`config.mk`:
```
export PLATFORM = sky130hd
export DESIGN_NAME = traffic_phase_ctrl
export DESIGN_NICKNAME = d
export VERILOG_FILES = /design/src/rtl/traffic_pkg.sv /design/src/rtl/tick_prescaler.sv /design/src/rtl/traffic_phase_ctrl.sv
export SDC_FILE = /design/constraint.sdc
export NUM_CORES = 1
export LEC_CHECK = 0
export ABC_AREA = 0
export CAP_MARGIN = 25
export CORE_MARGIN = 2
export CORE_UTILIZATION = 48
export CTS_BUF_LIST = sky130_fd_sc_hd__clkbuf_16
export DETAILED_ROUTE_END_ITERATION = 8
export PLACE_DENSITY = 0.68
export SYNTH_ARGS = -nofsm -noshare
export SYNTH_HDL_FRONTEND = slang
export SYNTH_SLANG_ARGS = --single-unit
```
`constraint.sdc`:
```
create_clock -name clk -period 7.62 [get_ports clk]
set_input_delay 0.762 -clock clk [delete_from_list [all_inputs] [get_ports clk]]
set_output_delay 0.762 -clock clk [all_outputs]
set_load 0.05 [all_outputs]
```
`src/rtl/traffic_pkg.sv`:
```
// Shared traffic-light constants: light codes, phase encodings and
// countdown width, used by the phase sequencer and the display scanner.
package traffic_pkg;

   localparam int CW = 7;

   localparam logic [3:0] RED   = 4'd0;
   localparam logic [3:0] LEFT  = 4'd1;
   localparam logic [3:0] YEL_L = 4'd2;
   localparam logic [3:0] GREEN = 4'd3;
   localparam logic [3:0] YEL_G = 4'd4;

   typedef enum logic [2:0] {
      P0, P1, P2, P3, P4, P5, P6, P7
   } phase_e;

endpackage

```
`src/rtl/tick_prescaler.sv`:
```
// 1 s tick prescaler: counts 0..TICK_DIV-1 while en, held at 0 otherwise.
// Ports: clk, rst (async, active-low), en; tick pulses at the last count.
module tick_prescaler #(
   parameter int TICK_DIV = 50_000_000
) (
   input  logic clk,
   input  logic rst,
   input  logic en,
   output logic tick
);

   localparam int W = (TICK_DIV > 2) ? $clog2(TICK_DIV) : 1;
   localparam logic [W-1:0] MAX = W'(TICK_DIV - 1);

   logic [W-1:0] cnt_q;
   logic [W-1:0] cnt_d;

   // Gating with en makes a same-cycle emergency swallow the tick.
   assign tick = en && (cnt_q == MAX);

   always_comb begin
      cnt_d = '0;
      if (en && cnt_q != MAX) begin
         cnt_d = cnt_q + 1'b1;
      end
   end

   always_ff @(posedge clk or negedge rst) begin
      if (!rst) begin
         cnt_q <= '0;
      end else begin
         cnt_q <= cnt_d;
      end
   end

endmodule

```
`src/rtl/traffic_phase_ctrl.sv`:
```
// Two-road traffic phase sequencer with registered light codes and
// seconds countdowns. Ports: clk, rst (async low), emerg; Astate, Bstate,
// Acountdown, Bcountdown, tick.
module traffic_phase_ctrl
   import traffic_pkg::*;
#(
   parameter int TICK_DIV = 50_000_000,
   parameter int T_GREEN  = 25,
   parameter int T_YELLOW = 3,
   parameter int T_LEFT   = 15
) (
   input  logic          clk,
   input  logic          rst,
   input  logic          emerg,
   output logic [3:0]    Astate,
   output logic [3:0]    Bstate,
   output logic [CW-1:0] Acountdown,
   output logic [CW-1:0] Bcountdown,
   output logic          tick
);

   localparam int HALF = T_GREEN + 2 * T_YELLOW + T_LEFT;

   if (HALF > 99 || TICK_DIV < 2 ||
       T_GREEN < 1 || T_YELLOW < 1 || T_LEFT < 1) begin : g_bad_cfg
      $error("traffic_phase_ctrl: bad timing parameters");
   end

   localparam logic [CW-1:0] DG = CW'(T_GREEN);
   localparam logic [CW-1:0] DY = CW'(T_YELLOW);
   localparam logic [CW-1:0] DL = CW'(T_LEFT);

   phase_e        phase_q, phase_d, phase_nx;
   logic [CW-1:0] rem_q, rem_d;
   logic [3:0]    as_q, as_d, bs_q, bs_d;
   logic [CW-1:0] ac_q, ac_d, bc_q, bc_d;
   logic [3:0]    act_code;
   logic [CW-1:0] tail, red_cd;

   // Position within a half-cycle alone fixes duration and codes.
   function automatic logic [CW-1:0] dur_of(input phase_e p);
      logic [CW-1:0] d;
      unique case (p[1:0])
         2'd0:    d = DG;
         2'd2:    d = DL;
         default: d = DY;
      endcase
      return d;
   endfunction

   tick_prescaler #(
      .TICK_DIV (TICK_DIV)
   ) u_presc (
      .clk  (clk),
      .rst  (rst),
      .en   (!emerg),
      .tick (tick)
   );

   always_ff @(posedge clk or negedge rst) begin
      if (!rst) begin
         phase_q <= P0;
         rem_q   <= DG;
      end else begin
         phase_q <= phase_d;
         rem_q   <= rem_d;
      end
   end

   always_comb begin
      phase_nx = phase_e'(phase_q + 3'd1);
      phase_d  = phase_q;
      rem_d    = rem_q;
      if (tick) begin
         if (rem_q > 1) begin
            rem_d = rem_q - 1'b1;
         end else begin
            phase_d = phase_nx;
            rem_d   = dur_of(phase_nx);
         end
      end
   end

   // Red road waits for the rest of the other road's half-cycle.
   always_comb begin
      act_code = GREEN;
      tail     = '0;
      unique case (phase_q[1:0])
         2'd0: begin
            act_code = GREEN;
            tail     = DY + DL + DY;
         end
         2'd1: begin
            act_code = YEL_G;
            tail     = DL + DY;
         end
         2'd2: begin
            act_code = LEFT;
            tail     = DY;
         end
         default: begin
            act_code = YEL_L;
            tail     = '0;
         end
      endcase
      red_cd = rem_q + tail;
      if (!phase_q[2]) begin
         as_d = act_code;
         bs_d = RED;
         ac_d = rem_q;
         bc_d = red_cd;
      end else begin
         as_d = RED;
         bs_d = act_code;
         ac_d = red_cd;
         bc_d = rem_q;
      end
      if (emerg) begin
         as_d = RED;
         bs_d = RED;
         ac_d = '0;
         bc_d = '0;
      end
   end

   always_ff @(posedge clk or negedge rst) begin
      if (!rst) begin
         as_q <= GREEN;
         bs_q <= RED;
         ac_q <= DG;
         bc_q <= CW'(HALF);
      end else begin
         as_q <= as_d;
         bs_q <= bs_d;
         ac_q <= ac_d;
         bc_q <= bc_d;
      end
   end

   assign Astate     = as_q;
   assign Bstate     = bs_q;
   assign Acountdown = ac_q;
   assign Bcountdown = bc_q;

endmodule

```
; Yosys cells after proc, flatten, opt, wreduce, memory -nomap -nowiden
; Cells that the tools add are included.
; Widths: inputs -> output; s select.
[totals]
register_bits = 58
in_bits = 3
[op_classes]
mux = 13
addsub = 4
n_lt_le_gt_ge = 1
bitwise = 1
eq_ne = 5
reduce_logical = 6
[ops]
columns = operator, n
row1 = $mux 7, 5
row2 = $add 26x1->26 const B, 1
row3 = $eq 26x26->1 const B, 1
row4 = $mux 26, 1
row5 = $ne 26x26->1 const B, 1
row6 = $mux 4, 4
row7 = $pmux 5 s3, 1
row8 = $pmux 5 s2, 1
row9 = $pmux 3 s3, 1
row10 = $add 7x7->7, 1
row11 = $gt 7x1->1 const B, 1
row12 = $sub 7x1->7 const B, 1
row13 = $eq 2x2->1 const B, 2
row14 = $logic_not 2->1, 2
row15 = $add 3x1->3 const B, 1
row16 = $eq 2x1->1 const B, 1
row17 = $logic_and 1x1->1, 2
row18 = $reduce_and 2->1, 1
row19 = $logic_not 1->1, 1
row20 = $not 1->1, 1

; Logic depth before layout (Yosys ltp)
; Gate-level depths: netlist of the first run.
[logic_depth]
ltp_word = 5
ltp_mapped = 12
depth_no_buf = 12

; Hierarchy
; From an unflattened synthesis of the first run, not the netlist that was laid out.
[unflattened]
hier_cells = 298
area_unflattened_um2 = 3034.2
[modules_own_cells]
columns = mod, seq_area_each_um2, area_per_inst_um2, n_inst, cells_each
row1 = traffic_phase_ctrl, 765.7, 1632.8, 1, 158
row2 = tick_prescaler, 650.6, 1401.3, 1, 140

; Worst setup path before layout of the first run
; Ideal clock, no wire load.
[synth_path]
kind = flip-flop to output port
start = register u_presc.cnt_q[10]
end = output port tick
n_path_buf = 0
path_stages_with_launch = 5
path_slack_ns = 4.489
t_arrival_ns = 2.369
cell_sequence = dfrtp_1 or4_1 or2_2 or3_1 nor2_1
[synth_via]
elab_chain_cells = 2
[synth_lines]
columns = element, line
row1 = "start, declared", tick_prescaler.sv:15  ; logic [W-1:0] cnt_q;
row2 = "start signal, assigned", tick_prescaler.sv:32  ; cnt_q <= cnt_d;
row3 = $eq 26x26->1, tick_prescaler.sv:19  ; assign tick = en && (cnt_q == MAX);
row4 = $logic_and 1x1->1, tick_prescaler.sv:19
row5 = "end, declared", traffic_phase_ctrl.sv:19  ; output logic tick
; No other way between the ends.

; Final worst setup path of the first run
; Same ends and word-level chain as after synthesis.

==> results of run 1 <==
power breakdown:
group / internal (mW) / switching, mW
clock network: 0.121 / 0.101
registers: 0.302 / 0.00252
logic: 0.00867 / 0.0258
synth_stat cells, types with 2 or more instances:
cell type	number	area, um2
a21oi_1	17	85.1
dfrtp_1	44	1100
dfstp_2	12	315
or3_1	12	75.1
and3_1	7	43.8
nor2b_1	2	12.5
mux2_2	2	22.5
nand3_1	12	60.1
o22ai_1	2	12.5
nor2_1	28	105
o21ai_0	12	60.1
mux2i_1	10	100
inv_1	14	52.6
o31ai_1	3	22.5
buf_4	4	30.0
nor4_1	2	12.5
xor2_1	10	87.6
a211oi_1	5	37.5
or2_2	5	31.3
a2bb2oi_1	3	26.3
nand4_1	12	75.1
nor3_1	8	40.0
ha_1	13	163
clkbuf_1	8	30.0
o211ai_1	2	15.0
nand2_1	20	75.1
and4_1	5	43.8
a31o_2	2	17.5
or4_1	6	45.0
xnor2_1	6	52.6
worst reg2reg max path, cell delays in order, from the launching register on:
cell	delay, ps
dfrtp_1	420
inv_1	180
ha_1	200
nor2_1	40
or2_2	300
inv_1	70
ha_1	170
inv_1	60
fa_1	410
nor2b_1	210
o211ai_1	130
a211oi_1	330
mux2i_1	230
state kept, by name, summed over array words and instances (netlist names):
| register | count |
|---|---|
| phase_q | 3 |
| u_presc.cnt_q | 26 |
| Astate | 3 |
| rem_q | 7 |
| Bcountdown | 7 |
| Bstate | 3 |
| Acountdown | 7 |
layer usage:
layer  global-route usage, %  vias to the layer above  part of all wire [%]
met5                       0                        -                     0
met4                    4.77                        0                   1.1
met3                    4.08                        8                   4.4
met2                    29.1                       46                    46
met1                    25.2                     1097                    48
li1                        -                     1129                     -
kinds of logic after synthesis:
| group | synth area share (%) |
|---|---|
| AO/OA/AOI/OAI | 11.0 |
| XOR/XNOR | 4.64 |
| adder cells (fa/ha/maj) | 6.05 |
| buffers and inverters | 4.02 |
| flip-flops | 46.9 |
| multiplexers | 4.43 |
| other | 0.124 |
| AND/OR/NAND/NOR | 22.9 |
cell type report:
type | instances | area (um2)
clock buffer | 5 | 125
clock inverter | 3 | 17.5
fill | 520 | 2550
inverter | 14 | 52.6
multi-input combinational | 222 | 1500
sequential | 56 | 1420
tap | 75 | 93.8
timing repair buffer | 25 | 240
metrics by stage:
step | setup slack [ps] | area, um2 | hold WS [ps] | total power [mW]
6_report | 3810 | 3440 | 494 | 0.562
5_1_grt | 3720 | 3440 | 540 | 0.586
4_1_cts | 3820 | 3440 | 489 | 0.569
3_5_place_dp | 4150 | 3300 | 470 | 0.346
3_3_place_gp | 4170 | 3300 | 465 | 0.345
2_1_floorplan | 4490 | 3020 | 444 | 0.331
worst paths after layout:
path | to | start | cells past startpoint
max | tick | u_presc.cnt_q[10] | 5
min | u_presc.cnt_q[0] | u_presc.cnt_q[0] | 1
max reg2reg | Acountdown[6] | phase_q[1] | 12
min reg2reg | u_presc.cnt_q[0] | u_presc.cnt_q[0] | 1
max in group asynchronous | phase_q[0] | rst | 2
min in group asynchronous | u_presc.cnt_q[11] | rst | 2
==> results summary, run 1 <==
For this run, asynchronously set or reset flops after synthesis account for 100%. The via count is between 2000 and 2500. The power density over the cells came out at 163 nW/um2. The via count of the first global-routing pass is around 2200. The arrival time at the worst endpoint came out at roughly 3000 ps. STA classifies the critical path endpoint as an output port. Gates resized during post-CTS repair numbered 0. The clock arrives with 7.25 ps of skew. At the worst endpoint, the required time is 6860 ps. The clock latency of the later-clocked register in the worst-skew pair came out at a little under 300 ps. Once detail routing completed, the nets flagged for antenna violations numbered 0. The synthesis warning total is 0. The sequential fraction of the synthesis area is between 40% and 50%. The total CTS buffers came out at 5. The first global-routing pass estimated between 10000 and 15000 um of wire.

Leaving out fill and tap cells, the most frequent cells in the layout are dfrtp_1 (44), nor2_1 (28), clkdlybuf4s50_1 (22). The fraction of the core area covered by cells at the end of the flow came out at 57.4%. The clock tree from TritonCTS is yes. The final max-slew violation count came out at 0. Routability-driven placement finished with a final weighted congestion of 0.822. The critical path class is flip-flop to output port. The maximum number of pins on one net before global-route repair is 57.

The count of final setup violators is 0. The clock sink count is 56. Counting every instance in the synthesized netlist gives 305. In this run, the number of DRC markers left after iteration 0 of detailed routing was 165. The post-synthesis to final-layout area growth came out at 13.9%. The reported max-cap violation count is 0. The area enclosed by the die boundary is slightly below 7000 um2. For this design, the slowest cell found on the critical path is clkdlybuf4s50_1.

In this run the clock root is driven by a clkbuf_16. The initial antenna violation count came out at 0. For this run, the slowest stage of the critical path takes 800 ps. The number of antenna diodes is 0.

The synthesized netlist occupies a cell area of 3020 um2. After global routing the overflow that remains totals 0. The count of TritonRoute iterations in the first routing pass came out at 4.

The startpoint class of the critical path is a flip-flop. The count of buffer and inverter cells on the critical path is 1. The library cell used most frequently in the layout, excluding fill and tap cells, is dfrtp_1.

The total number of H-tree levels came out at 2. The final worst-path cycle share came out at 50.0%. The residual DRC count came out at 0. The dominant register cell in the synthesized netlist is dfrtp_1. The final routed wirelength across all metal layers is 5960 um.

The global router's overall resource usage came out at 18.2%. The number of unique standard cell types used by synthesis is 47. IR analysis of the VDD net gives a maximum drop of about 0.094 mV. The starting density of the core came out at 50.4%. The clock transition time at the flip-flop clock pins of the worst setup and hold paths is about 70 ps.

The deepest clock path buffer count came out at 2. The final layout contains 341 nets. At the pin with the least slew margin, the transition time is 950 ps. The leakage power figure is ~1.4 nW.

The initialized floorplan defines 28 standard-cell rows. The die is 83.3 um tall. Setup repair after global routing left no endpoint under its margin. The kind of path behind the tightest hold check is flip-flop to flip-flop. Counting tap cells, the placed design contains a total of about 390 instances. The average instance area after synthesis came out at 9.90 um2.

The post-synthesis register bit count is 56. The maximum frequency from static timing analysis is 0.263 GHz. The flow ran to the end, and the final reports show no timing, DRC or antenna violations. The flop-to-flop setup slack came out at 4810 ps. The overall die width came out at between 80 and 90 um.

The count of input and output buffers came out at 23. The proportion of layout cells with a drive suffix above 1 came out at 11.1%. Walking the worst path, the cells encountered are or4_1, or2_2, or3_1, nor2_1, clkdlybuf4s50_1. The post-route setup TNS is 0 ps.

The per-cell via count in the routed design came out at 5.70. The number of failing hold endpoints at the final stage came out at 0. The number of flops mapped to enable cells by yosys is 0. The kind of cell with the highest combined delay along the critical path is simple AND/OR/NAND/NOR gates. The relative slew slack came out at 36.7%. The count of hold buffers inserted by post-cts repair is 0. Excluding fillers, the count of instances in the completed layout stands at 400. Detailed placement finished with a half-perimeter wire length of 4110 um. In this run the post-CTS setup repair buffer count came out at 0.

The largest fanout on the critical path came out at 6. The top-level port count came out at 26. The minimum clock period after layout came out at about 3800 ps.

The total core area came out at ~6000 um2. The routed wirelength normalized by instance count is between 10 and 15 um.
(Power assumes the default switching activity.)
==> run 2: changes to the inputs <==
==> constraint.sdc (replaced) <==
create_clock -name clk -period 3.57 [get_ports clk]
set_input_delay 0.357 -clock clk [delete_from_list [all_inputs] [get_ports clk]]
set_output_delay 0.357 -clock clk [all_outputs]
set_load 0.05 [all_outputs]
==> results summary, run 2 (synthesized netlist as in run 1, its figures left out) <==
The run finished with clean final reports. In the final design database the tool counted 344 nets. The clock tree synthesis step divided the H-tree into 2 levels.

The register with the most flip-flops in the layout has 26 of them. The register containing the most flip-flops in the final layout is u_presc.cnt_q. Setup repair after global routing left no endpoint under its margin. Once layout is done, the placed cells without fillers occupy 3470 um2. The critical path goes through or4_1, or2_2, or3_1, nor2_1, clkdlybuf4s50_1. The post-synthesis to final-layout area growth is 15.0%.

The number of cells upsized or downsized after cts is 0. The via count of the first global-routing pass came out at about 2200. The leakage power figure is 1.43 nW.

The clock sink count came out at 56. The proportion of layout cells with a drive suffix above 1 is between 10% and 20%. The required time of the worst setup path is 3210 ps. The total core area is ~6000 um2.

The final routed wirelength across all metal layers is 6050 um. The area enclosed by the die boundary is 6940 um2. The die extent in y is 83.3 um.

The overall power of the completed layout is 1.25 mW. The startpoint class of the critical path is a flip-flop. The clock latency of the later-clocked register in the worst-skew pair is 290 ps. The HPWL reported at the end of detailed placement came out at about 4300 um.

Measured along the x axis, the die boundary spans 83.3 um. IR analysis of the VDD net gives a maximum drop of about 0.21 mV. Between clock sinks in the finished design, the worst skew comes to 6.15 ps. The final max-slew violation count is 0.

The first detailed-routing pass took 4 iterations. The filler cells instantiated in the layout total roughly 530. The master cell of the clock root buffer is clkbuf_16. The initialized floorplan defines 28 standard-cell rows. On the worst path, the slowest cell contributes a delay of 800 ps. The residual antenna-violating net count after detailed routing came out at 0. The via count is approximately 2300.

The clock transition time at the flip-flop clock pins of the worst setup and hold paths is 70 ps. The detailed router finished its first iteration with 98 violations. The buffers inserted during post-CTS setup optimization came out at 0. The final worst-path cycle share came out at 93.5%.

The placed standard-cell area came out at around 3300 um2. For this design, the slowest cell found on the critical path is clkdlybuf4s50_1. The post-route setup TNS came out at 0 ps. The deepest clock path buffer count is 2.

STA classifies the critical path endpoint as an output port. The routed wirelength normalized by instance count is 15.0 um. The starting density of the core came out at approximately half.

For the pin with the worst max-slew slack, the measured transition is 785 ps. In this run the count of I/O pins placed on the die edge is 26. Setup violations remaining at the end of the flow were counted as 0. The maximum number of pins on one net before global-route repair came out at 36.

The relative slew slack came out at 47.7%. The total global routing overflow came out at 0. The final RePlAce weighted congestion came out at approximately 0.84. The register area is 1420 um2.

The initial antenna violation count came to 0. The number of antenna diodes is 0. Clock tree synthesis inserted a total of 5 buffers. The area occupied by multi-input gates came out at 1490 um2. The minimum clock period after layout came out at 3340 ps. The count of input and output buffers came out at 23.

The number of failing hold endpoints at the final stage is 0. The power density over the cells came out at about 360 nW/um2. STA puts the critical path data arrival time at 2980 ps.

The number of hold buffers added after CTS was 0. The per-cell via count in the routed design is 5.75. The tool flagged a number of max-cap violations equal to 0. TritonCTS built the clock tree. The kind of path behind the tightest hold check is input port to asynchronous set/reset pin. The maximum frequency from static timing analysis is 0.300 GHz. For this run, design rule violations remaining after detail routing come to 0. Of all nets on the critical path, the largest fanout is 6. The wire length of the first global-routing pass is 10900 um. The library cells used most frequently in the layout, excluding fill and tap cells, are dfrtp_1 (44), nor2_1 (28), clkdlybuf4s50_1 (22). Leaving out fill and tap cells, the most frequent cell in the layout is dfrtp_1. In the global route stage, overall resource usage came out at 19.1%. The setup path with the least slack is of type flip-flop to output port.
[run 2: power by group]
group | internal [mW] | switching, mW
clock | 0.301 | 0.220
combinational | 0.0193 | 0.0555
sequential | 0.645 | 0.00562
[run 2: cell type report]
class                           count  area share, %
Multi-Input combinational cell    222           42.8
Clock buffer                        6           4.32
Timing Repair Buffer               28           7.56
Sequential cell                    56           40.8
Tap cell                           75           2.70
Clock inverter                      2          0.360
Inverter                           14           1.51
[run 2: worst paths after layout]
| kind | start | endpoint | slack [ps] | cells past startpoint |
|---|---|---|---|---|
| setup / recovery | u_presc.cnt_q[10] | tick | 230 | 5 |
| hold / removal | rst | u_presc.cnt_q[13] | 150 | 1 |
| setup reg to reg | phase_q[1] | Bcountdown[6] | 840 | 12 |
| hold reg to reg | u_presc.cnt_q[0] | u_presc.cnt_q[0] | 510 | 1 |
| max in group asynchronous | rst | Bcountdown[1] | 2600 | 2 |
| min in group clk | u_presc.cnt_q[0] | u_presc.cnt_q[0] | 510 | 1 |
[run 2: worst max-delay path, delay by kind of cell (launching register included)]
kind,cells,cell delay (ps)
flip-flops,1,430
AND/OR/NAND/NOR,4,1440
buffers and inverters,1,800
[run 2: stage by stage]
| step | instances | util (%) | hold slack (ps) | setup slack, ps |
|---|---|---|---|---|
| after floorplan | 306 | - | 61.4 | 844 |
| after global placement | 395 | 55.3 | 478 | 561 |
| after detailed placement | 395 | 55.3 | 485 | 544 |
| after CTS | 403 | 58.0 | 169 | 212 |
| after global routing | 403 | 58.0 | 204 | 161 |
| final | 403 | 58.0 | 146 | 231 |
[run 2: layer usage]
| layer | GRT usage (%) | part of all wire, % |
|---|---|---|
| met5 | 0 | 0 |
| met4 | 6.26 | 1.5 |
| met3 | 3.28 | 4.3 |
| met2 | 29.4 | 45 |
| met1 | 27.5 | 49 |
